**config.mk**
```make
export PLATFORM = sky130hd
export DESIGN_NAME = rotor_step_controller
export DESIGN_NICKNAME = d
export VERILOG_FILES = /design/src/rtl/rotor_step_controller.sv
export SDC_FILE = /design/constraint.sdc
export NUM_CORES = 1
export LEC_CHECK = 0
export ABC_CLOCK_PERIOD_IN_PS = 2100
export BUFFER_PORTS_ARGS = -buffer_cell sky130_fd_sc_hd__buf_4
export CAP_MARGIN = 5
export CORE_UTILIZATION = 45
export CTS_BUF_LIST = sky130_fd_sc_hd__clkbuf_2
export DETAILED_ROUTE_END_ITERATION = 6
export PLACE_DENSITY_LB_ADDON = 0.15
export SLEW_MARGIN = 20
export SYNTH_ARGS = -nofsm -noshare
export SYNTH_HDL_FRONTEND = slang
export SYNTH_SLANG_ARGS = --single-unit
export TNS_END_PERCENT = 10
```
**constraint.sdc**
```tcl
create_clock -name clk -period 2.1 [get_ports clk]
set_input_delay 0.105 -clock clk [delete_from_list [all_inputs] [get_ports clk]]
set_output_delay 0.105 -clock clk [all_outputs]
set_load 0.005 [all_outputs]
```
**src/rtl/rotor_step_controller.sv**
```systemverilog
// ---------------------------------------------------------------------------
// rotor_step_controller
//
// Keyboard-to-datapath sequencer for a three-rotor letter encoder. A single
// one-hot key press steps the rotors once (with the classic middle-rotor
// double step), then hands the letter to the rotor/reflector datapath. The
// result comes back through a request/acknowledge handshake. Each press
// yields exactly one encode; the key must be released before the next one.
//
// Ports
//   clk       in   1  clock, rising edge
//   rst_n     in   1  asynchronous active-low reset
//   key_dec   in  26  one-hot keyboard, bit n = letter n, zero = no key
//   load      in   1  load rotor start positions (honoured only in IDLE)
//   pos_in    in  15  {left[14:10], middle[9:5], right[4:0]} start positions
//   enc_req   out  1  request to the datapath (high throughout ENCODE)
//   enc_let   out  5  letter presented with enc_req, 0 otherwise
//   enc_ack   in   1  datapath accepts the request, enc_res valid
//   enc_res   in   5  encoded letter from the datapath
//   pos_l/m/r out  5  current rotor positions (0..25)
//   out_let   out  5  last encoded letter
//   out_valid out  1  one-cycle pulse when out_let updates
//   busy      out  1  high in any state other than IDLE
// ---------------------------------------------------------------------------
module rotor_step_controller #(
  parameter logic [4:0] NOTCH_R = 5'd16,
  parameter logic [4:0] NOTCH_M = 5'd4,
  parameter logic [4:0] NOTCH_L = 5'd21
) (
  input  logic        clk,
  input  logic        rst_n,
  input  logic [25:0] key_dec,
  input  logic        load,
  input  logic [14:0] pos_in,
  output logic        enc_req,
  output logic [4:0]  enc_let,
  input  logic        enc_ack,
  input  logic [4:0]  enc_res,
  output logic [4:0]  pos_l,
  output logic [4:0]  pos_m,
  output logic [4:0]  pos_r,
  output logic [4:0]  out_let,
  output logic        out_valid,
  output logic        busy
);

  typedef enum logic [1:0] {IDLE, STEP, ENCODE, RELEASE} state_t;

  state_t      state_reg, state_next;
  logic [4:0]  letter_reg;
  logic [4:0]  pos_l_reg, pos_m_reg, pos_r_reg;
  logic [4:0]  out_let_reg;
  logic        out_valid_reg;

  logic        key_onehot;
  logic [4:0]  key_idx;
  logic        step_m, step_l;

  // The left rotor's notch never drives any stepping; it is kept only so the
  // parameter set describes the full machine.
  logic        unused_notch_l;
  assign unused_notch_l = ^NOTCH_L;

  // Exactly one bit set: non-zero and clearing the lowest set bit leaves zero.
  assign key_onehot = (key_dec != 26'd0) && ((key_dec & (key_dec - 26'd1)) == 26'd0);

  always_comb begin
    key_idx = 5'd0;
    for (int i = 0; i < 26; i++) begin
      if (key_dec[i]) key_idx = 5'(i);
    end
  end

  // Both decisions look at pre-step positions; the middle rotor advances on
  // its own notch too, which produces the double step.
  assign step_m = (pos_r_reg == NOTCH_R) || (pos_m_reg == NOTCH_M);
  assign step_l = (pos_m_reg == NOTCH_M);

  function automatic logic [4:0] inc26(input logic [4:0] v);
    return (v >= 5'd25) ? 5'd0 : v + 5'd1;
  endfunction

  function automatic logic [4:0] clamp_load(input logic [4:0] v);
    return (v > 5'd25) ? 5'd0 : v;
  endfunction

  // State register
  always_ff @(posedge clk or negedge rst_n) begin
    if (!rst_n) state_reg <= IDLE;
    else        state_reg <= state_next;
  end

  // Next-state logic; load in IDLE takes priority over a key
  always_comb begin
    state_next = state_reg;
    case (state_reg)
      IDLE:    if (!load && key_onehot) state_next = STEP;
      STEP:    state_next = ENCODE;
      ENCODE:  if (enc_ack) state_next = RELEASE;
      RELEASE: if (key_dec == 26'd0) state_next = IDLE;
      default: state_next = IDLE;
    endcase
  end

  // Output logic
  always_comb begin
    busy    = (state_reg != IDLE);
    enc_req = (state_reg == ENCODE);
    enc_let = (state_reg == ENCODE) ? letter_reg : 5'd0;
  end

  // Datapath registers: letter capture, rotor positions, result
  always_ff @(posedge clk or negedge rst_n) begin
    if (!rst_n) begin
      letter_reg    <= 5'd0;
      pos_l_reg     <= 5'd0;
      pos_m_reg     <= 5'd0;
      pos_r_reg     <= 5'd0;
      out_let_reg   <= 5'd0;
      out_valid_reg <= 1'b0;
    end else begin
      out_valid_reg <= 1'b0;
      case (state_reg)
        IDLE: begin
          if (load) begin
            pos_l_reg <= clamp_load(pos_in[14:10]);
            pos_m_reg <= clamp_load(pos_in[9:5]);
            pos_r_reg <= clamp_load(pos_in[4:0]);
          end else if (key_onehot) begin
            letter_reg <= key_idx;
          end
        end
        STEP: begin
          pos_r_reg <= inc26(pos_r_reg);
          if (step_m) pos_m_reg <= inc26(pos_m_reg);
          if (step_l) pos_l_reg <= inc26(pos_l_reg);
        end
        ENCODE: begin
          if (enc_ack) begin
            out_let_reg   <= enc_res;
            out_valid_reg <= 1'b1;
          end
        end
        default: ;
      endcase
    end
  end

  assign pos_l     = pos_l_reg;
  assign pos_m     = pos_m_reg;
  assign pos_r     = pos_r_reg;
  assign out_let   = out_let_reg;
  assign out_valid = out_valid_reg;

endmodule

```
# --- Word level (Yosys, flattened, before mapping) ---
# Cells that the tools add are included.
totals:
  mem_bits_ro: 0
  register_bits: 28
  elab_cells: 92
  mem_count: 0
  mem_bits_rw: 0
  latch_bits: 0
  output_inout_bits: 28
classes:
  shift: 0
  n_lt_le_gt_ge: 6
  bitwise: 2
  add_sub_neg: 4
  mul: 0
  n_eq_ne: 11
  muxes: 46
  div_mod_pow: 0
  n_reduce_logical: 16
op_table:
  columns: ["cell", "n"]
  rows:
  - ["5-bit 2-to-1 mux", 34]
  - ["26-bit logical NOT", 2]
  - ["5-bit case mux with 2 select lines", 3]
  - ["26-bit bitwise AND", 1]
  - ["26-bit nonzero test", 1]
  - ["26-bit by 1-bit subtractor with 26-bit output, second input constant", 1]
  - ["5-bit by 1-bit adder with 5-bit output, second input constant", 3]
  - ["5-bit greater-or-equal comparator, second input constant", 3]
  - ["5-bit greater-than comparator, second input constant", 3]
  - ["3-bit AND reduction", 4]
  - ["2-bit 2-to-1 mux", 5]
  - ["2-bit inequality test, second input constant", 5]
  - ["2-bit case mux with 4 select lines", 1]
  - ["5-bit by 3-bit == test with 1-bit output, second input constant", 1]
  - ["5-bit == test, second input constant", 1]
  - ["2-bit == test, second input constant", 2]
  - ["2-bit AND reduction", 2]
  - ["2-bit nonzero test", 2]
  - ["1-bit 2-to-1 mux", 3]
  - ["2-bit by 1-bit == test with 1-bit output, second input constant", 1]
  - ["1-bit logical AND", 2]
  - ["2-bit logical NOT", 1]
  - ["2-bit by 1-bit inequality test with 1-bit output, second input constant", 1]
  - ["1-bit logical NOT", 1]
  - ["2 further kinds", 2]

# --- Longest topological paths before layout ---
logic_depth:
  word_depth: 25
  depth_mapped: 8
  mapped_depth_nobuf: 8

# --- Least setup slack after synthesis ---
# OpenSTA, ideal clock, no wires.
synth_path:
  path_kind: "register to register"
  from: "register state_reg[0]"
  to: "register pos_m_reg[3] (netlist: pos_m[3])"
  slack_ns: 0.100
  arrival_time_ns: 1.874
  setup_time_ns: 0.126
  stages_incl_launch_ff: 8
  path_cell_list: "dfrtp_1 inv_1 ha_1 mux2i_1 a21oi_1 nor2_1 o31ai_1 a221o_1"
synth_between:
  elab_chain_cells: 3
  word_cells_on_any_way: 7
  cone_classes: "eq/ne: 3; mux: 1; reduce/logical: 3"
synth_rtl:
  columns: ["item", "line_no", "source"]
  rows:
  - ["start: declaration", "49", "state_t state_reg, state_next;"]
  - ["start signal: assignment", "90", "else state_reg <= state_next;"]
  - ["2-bit by 1-bit == test with 1-bit output / 2-bit logical NOT (equally long branches)", "123", "case (state_reg)"]
  - ["2-bit inequality test (no source line) / 2-bit nonzero test (equally long branches)", null, null]
  - ["3-bit AND reduction (no source line)", null, null]
  - ["end signal: assignment", "127", "pos_m_reg <= clamp_load(pos_in[9:5]);"]
  - ["end signal: assignment", "135", "if (step_m) pos_m_reg <= inc26(pos_m_reg);"]
  - ["end: declaration", "51", "logic [4:0] pos_l_reg, pos_m_reg, pos_r_reg;"]
# Several ways; a longest one is shown, not always the timed one.
# A chain may end at the register's enable or synchronous reset.

# --- Worst setup path in the final report ---
# Same ends and word-level chain as after synthesis.

==> tab_implementation.tex <==
\begin{tabular}{lr}
\hline
Metric & Value \\
\hline
\multicolumn{2}{l}{\textbf{Status}} \\
\quad Result of the run & completed \\
\multicolumn{2}{l}{\textbf{Floorplan}} \\
\quad Initial Util & between 40\% and 50\% \\
\quad Total number of placement rows & 25 \\
\quad Vertical die dimension & 72.6 um \\
\quad Num ports & 78 \\
\quad Total core area & 4750 um2 \\
\quad Full die area & around 5300 um2 \\
\quad Die outline width & 72.6 um \\
\multicolumn{2}{l}{\textbf{Placement}} \\
\quad Worst setup slack after placement & -0.0953 ns \\
\quad Placed insts & 424 \\
\quad IO Port Bufs & 77 \\
\quad Routability-driven placement congestion ratio & 0.878 \\
\quad DP Wirelength & 4490 um \\
\quad Instance area after placement & between 3000 and 4000 um2 \\
\multicolumn{2}{l}{\textbf{Final layout}} \\
\quad Area growth syn-to-layout & 45.4\% \\
\quad Fraction of layout cells with a size suffix above 1 & 35.4\% \\
\quad Fillers & roughly 430 \\
\quad Number of diodes added for antenna fixing & 0 \\
\quad Non-Filler Instances & 440 \\
\quad Layout net count & 436 \\
\quad Post-route cell area & approximately 3300 um2 \\
\quad Core utilization of the finished layout & 68.6\% \\
\quad Footprint of the flip-flops and latches & around 700 um2 \\
\quad Area taken by multi-input logic gates & approximately 1500 um2 \\
\multicolumn{2}{l}{\textbf{Synth}} \\
\quad Mux cell area share after synthesis & 5.46\% \\
\quad Post-synthesis simple-gate area fraction & between 20\% and 30\% \\
\quad Largest family of logic cells by synthesized area & compound AO/OA/AOI/OAI gates \\
\quad Cell variety after synth & 58 \\
\quad Sequential element share of the synthesized area & 31.2\% \\
\quad Leading post-synthesis cells by cell area & dfrtp\_1, ha\_1, a21oi\_1, o21ai\_0, mux2\_2 \\
\quad Synthesis warning total & 0 \\
\quad Most common flop cell mapped by yosys & dfrtp\_1 \\
\quad Number of synthesized flops with an enable pin & 0 \\
\quad Mean area per synthesized cell & 8.63 um2 \\
\quad Compound-Gate Fraction of Synth Area & between 20\% and 30\% \\
\quad Leading post-synthesis cells by instance count & dfrtp\_1, nor2\_1, a21oi\_1, o21ai\_0, inv\_1 \\
\quad Synthesized netlist net count & 322 \\
\quad Count of mapped cells out of synthesis & 260 \\
\quad XOR/XNOR Fraction of Synth Area & 0\% \\
\quad Proportion of register bits with asynchronous set or reset after synthesis & 100\% \\
\quad Netlist Area Pre-Place & 2240 um2 \\
\quad Synthesized flop and latch total & 28 \\
\quad Most area-hungry cell type in the Yosys netlist & dfrtp\_1 \\
\quad Synth top area share & a little under a third \\
\quad Most frequent cell after synthesis & dfrtp\_1 \\
\quad Area share of fa/ha/maj cells after synthesis & approximately 6.7\% \\
\multicolumn{2}{l}{\textbf{Worst hold path}} \\
\quad Min-delay worst type & input port to flop \\
\multicolumn{2}{l}{\textbf{Critical path}} \\
\quad Crit-path slowest cell & dfrtp\_1 \\
\quad Critical path class & flop to flop \\
\quad Critical-path maximum fanout & 10 \\
\quad Largest stage delay, worst path & between 0.4 and 0.5 ns \\
\quad Gate family responsible for the most delay along the worst path & compound AO/OA/AOI/OAI gates \\
\quad Crit path buf inv count & 1 \\
\quad Critical path endpoint category & flop \\
\quad Worst path arrival time & 2.25 ns \\
\quad Req. time, crit path & 2.39 ns \\
\quad Cell Chain, Critical Path & inv\_1, ha\_1, mux2i\_4, a21oi\_1, nor2\_4, o31ai\_1, a221o\_1 \\
\quad Critical Path Start Type & flop \\
\multicolumn{2}{l}{\textbf{GRT}} \\
\quad Via count of the first global-routing pass & 2,322 \\
\quad Global router's overall resource usage & 24.2\% \\
\quad Global-route wire length before repair & 10,300 um \\
\quad Aggregate global routing overflow & 0 \\
\quad Pin count of the biggest net entering global routing & 29 \\
\quad Initial antenna violation count & 0 \\
\multicolumn{2}{l}{\textbf{STA}} \\
\quad Least-Margin Pin Slew & 0.556 ns \\
\quad Highest Clock Rate & 510 MHz \\
\quad Unrepaired setup endpoints after global routing & false \\
\quad Count of endpoints failing setup in the final report & 0 \\
\quad Remaining max-slew budget at the tightest pin & 62.5\% \\
\quad Count of final max-slew check failures & 0 \\
\quad Final-layout worst hold slack & 0.0173 ns \\
\quad Portion of the clock cycle consumed by the worst path in the final layout & 93.3\% \\
\quad Worst Clk Skew & 0.00455 ns \\
\quad Final worst-path setup slack & 0.141 ns \\
\quad Count of final hold-check violations & 0 \\
\quad Clock period minus final worst setup slack & 1.96 ns \\
\multicolumn{2}{l}{\textbf{Job}} \\
\quad Max Cap Violations & 0 \\
\multicolumn{2}{l}{\textbf{Pwr}} \\
\quad Clk pwr share & 14.8\% \\
\quad Leakage power & 1.57 nW \\
\quad Internal power summed over all cells & 1.35 mW \\
\quad Switching fraction of total power & 38.8\% \\
\quad VDD IR max & 0.000918 V \\
\quad Power Dens Cells & about 670 nW/um2 \\
\quad Proportion of power drawn by combinational gates & 49.2\% \\
\quad Switching power & approximately 0.85 mW \\
\quad Sequential group share of total power & 35.9\% \\
\multicolumn{2}{l}{\textbf{Clocking}} \\
\quad CTS H-tree lvls & 1 \\
\quad CTS root buf & clkbuf\_2 \\
\quad Insertion delay to the later sink of the worst-skew pair & roughly 0.36 ns \\
\quad Buffers inserted during post-CTS setup optimization & 0 \\
\quad Cts bufs inserted & 3 \\
\quad Total clock sinks & 28 \\
\quad Clk pin slew, worst setup/hold paths & 0.26 ns \\
\quad TritonCTS clock tree & yes \\
\quad Maximum buffer depth of the clock tree & 2 \\
\multicolumn{2}{l}{\textbf{Drt}} \\
\quad Vias & 2,426 \\
\quad Iteration count of the initial detailed-routing pass & 5 \\
\quad Number of DRC violations after detailed routing & 0 \\
\quad Number of design-rule violations left by the first detailed-router iteration & 101 \\
\quad Detailed-route vias per instance & approximately 5.5 \\
\quad Total length of routed wires & approximately 6000 um \\
\quad Routed wire per std cell & 13.4 um \\
\quad Count of nets left with antenna violations after detail routing & 0 \\
\hline
\end{tabular}
## cells by family (layout without fill, tap and decap cells)
family                   count (synthesis)  after routing
AO/OA/AOI/OAI                           89             89
adder cells (fa/ha/maj)                 12             12
buffers and inverters                   21            134
flip-flops                              28             28
multiplexers                            11             11
AND/OR/NAND/NOR                         99             99
## final timing paths
| kind | start | end | slack [ns] | cells past startpoint |
|---|---|---|---|---|
| worst max-delay path | state_reg[0] | pos_m[3] | 0.14 | 7 |
| worst min-delay path | pos_in[0] | pos_r[0] | 0.02 | 3 |
| worst max register to register | state_reg[0] | pos_m[3] | 0.14 | 7 |
| worst min register to register | letter_reg[1] | letter_reg[1] | 0.54 | 1 |
| max in group asynchronous | rst_n | pos_m[3] | 1.70 | 2 |
| min in group asynchronous | rst_n | letter_reg[1] | 0.14 | 2 |
## through the flow
step	setup TNS (ns)	power (mW)
2_1_floorplan	0	1.35
3_3_place_gp	-0.333	1.80
3_5_place_dp	-0.565	1.83
4_1_cts	0	2.18
5_1_grt	0	2.42
6_report	0	2.20
## final cells by class
cell class | instances | share of cell area [%]
Multi-Input combinational cell | 211 | 45.7
Inverter | 17 | 1.96
Tap cell | 67 | 2.57
Timing Repair Buffer | 113 | 26.9
Sequential cell | 28 | 21.5
Clock buffer | 3 | 0.460
Clock inverter | 1 | 0.920
## worst reg2reg max path, cell delays in order, from the launching register on
cell,delay [ns]
dfrtp_1,0.48
inv_1,0.12
ha_1,0.24
mux2i_4,0.30
a21oi_1,0.12
nor2_4,0.24
o31ai_1,0.09
a221o_1,0.29
## power groups by stage
stage	Clock, mW	Combinational (mW)	Sequential [mW]
2_1_floorplan	0	0.573	0.779
3_3_place_gp	0	1.00	0.799
3_5_place_dp	0	1.03	0.800
4_1_cts	0.335	1.05	0.791
5_1_grt	0.357	1.24	0.816
6_report	0.326	1.08	0.792
## placed cells by master (no fill, tap or decap), drive strengths merged, types with 3 or more instances in the layout
cell type / netlist / layout
a21oi: 23 / 23
or4: 3 / 3
clkbuf: 4 / 3
and3: 4 / 4
nand3: 13 / 13
inv: 17 / 17
nor4: 6 / 6
a221oi: 5 / 5
nor3: 8 / 8
a211oi: 6 / 6
nand2b: 5 / 5
dlygate4sd3: 0 / 12
nand2: 13 / 13
nor2: 25 / 25
a22o: 3 / 3
ha: 12 / 12
and2: 5 / 5
mux2: 10 / 10
o21a: 3 / 3
nor3b: 4 / 4
dfrtp: 28 / 28
o21ai: 25 / 25
buf: 0 / 101
o31ai: 4 / 4
## routing by layer
| layer | track usage, % | share of wire (%) | vias to the layer above |
|---|---|---|---|
| met4 | 4.36 | 0.71 | 0 |
| met3 | 3.18 | 4.0 | 4 |
| met1 | 32.3 | 46 | 1140 |
| met5 | 0 | 0 | - |
| met2 | 42.3 | 50 | 65 |
| li1 | - | - | 1217 |
## timing repair
| action | 4_1_cts | 5_1_grt |
|---|---|---|
| hold buffers | 11 | 1 |
| endpoints found under the hold margin | 38 | 1 |
| setup endpoints to repair | 1 | 3 |
| resized for setup | 1 | 5 |
No activity file was read; power rests on OpenSTA's default activity.
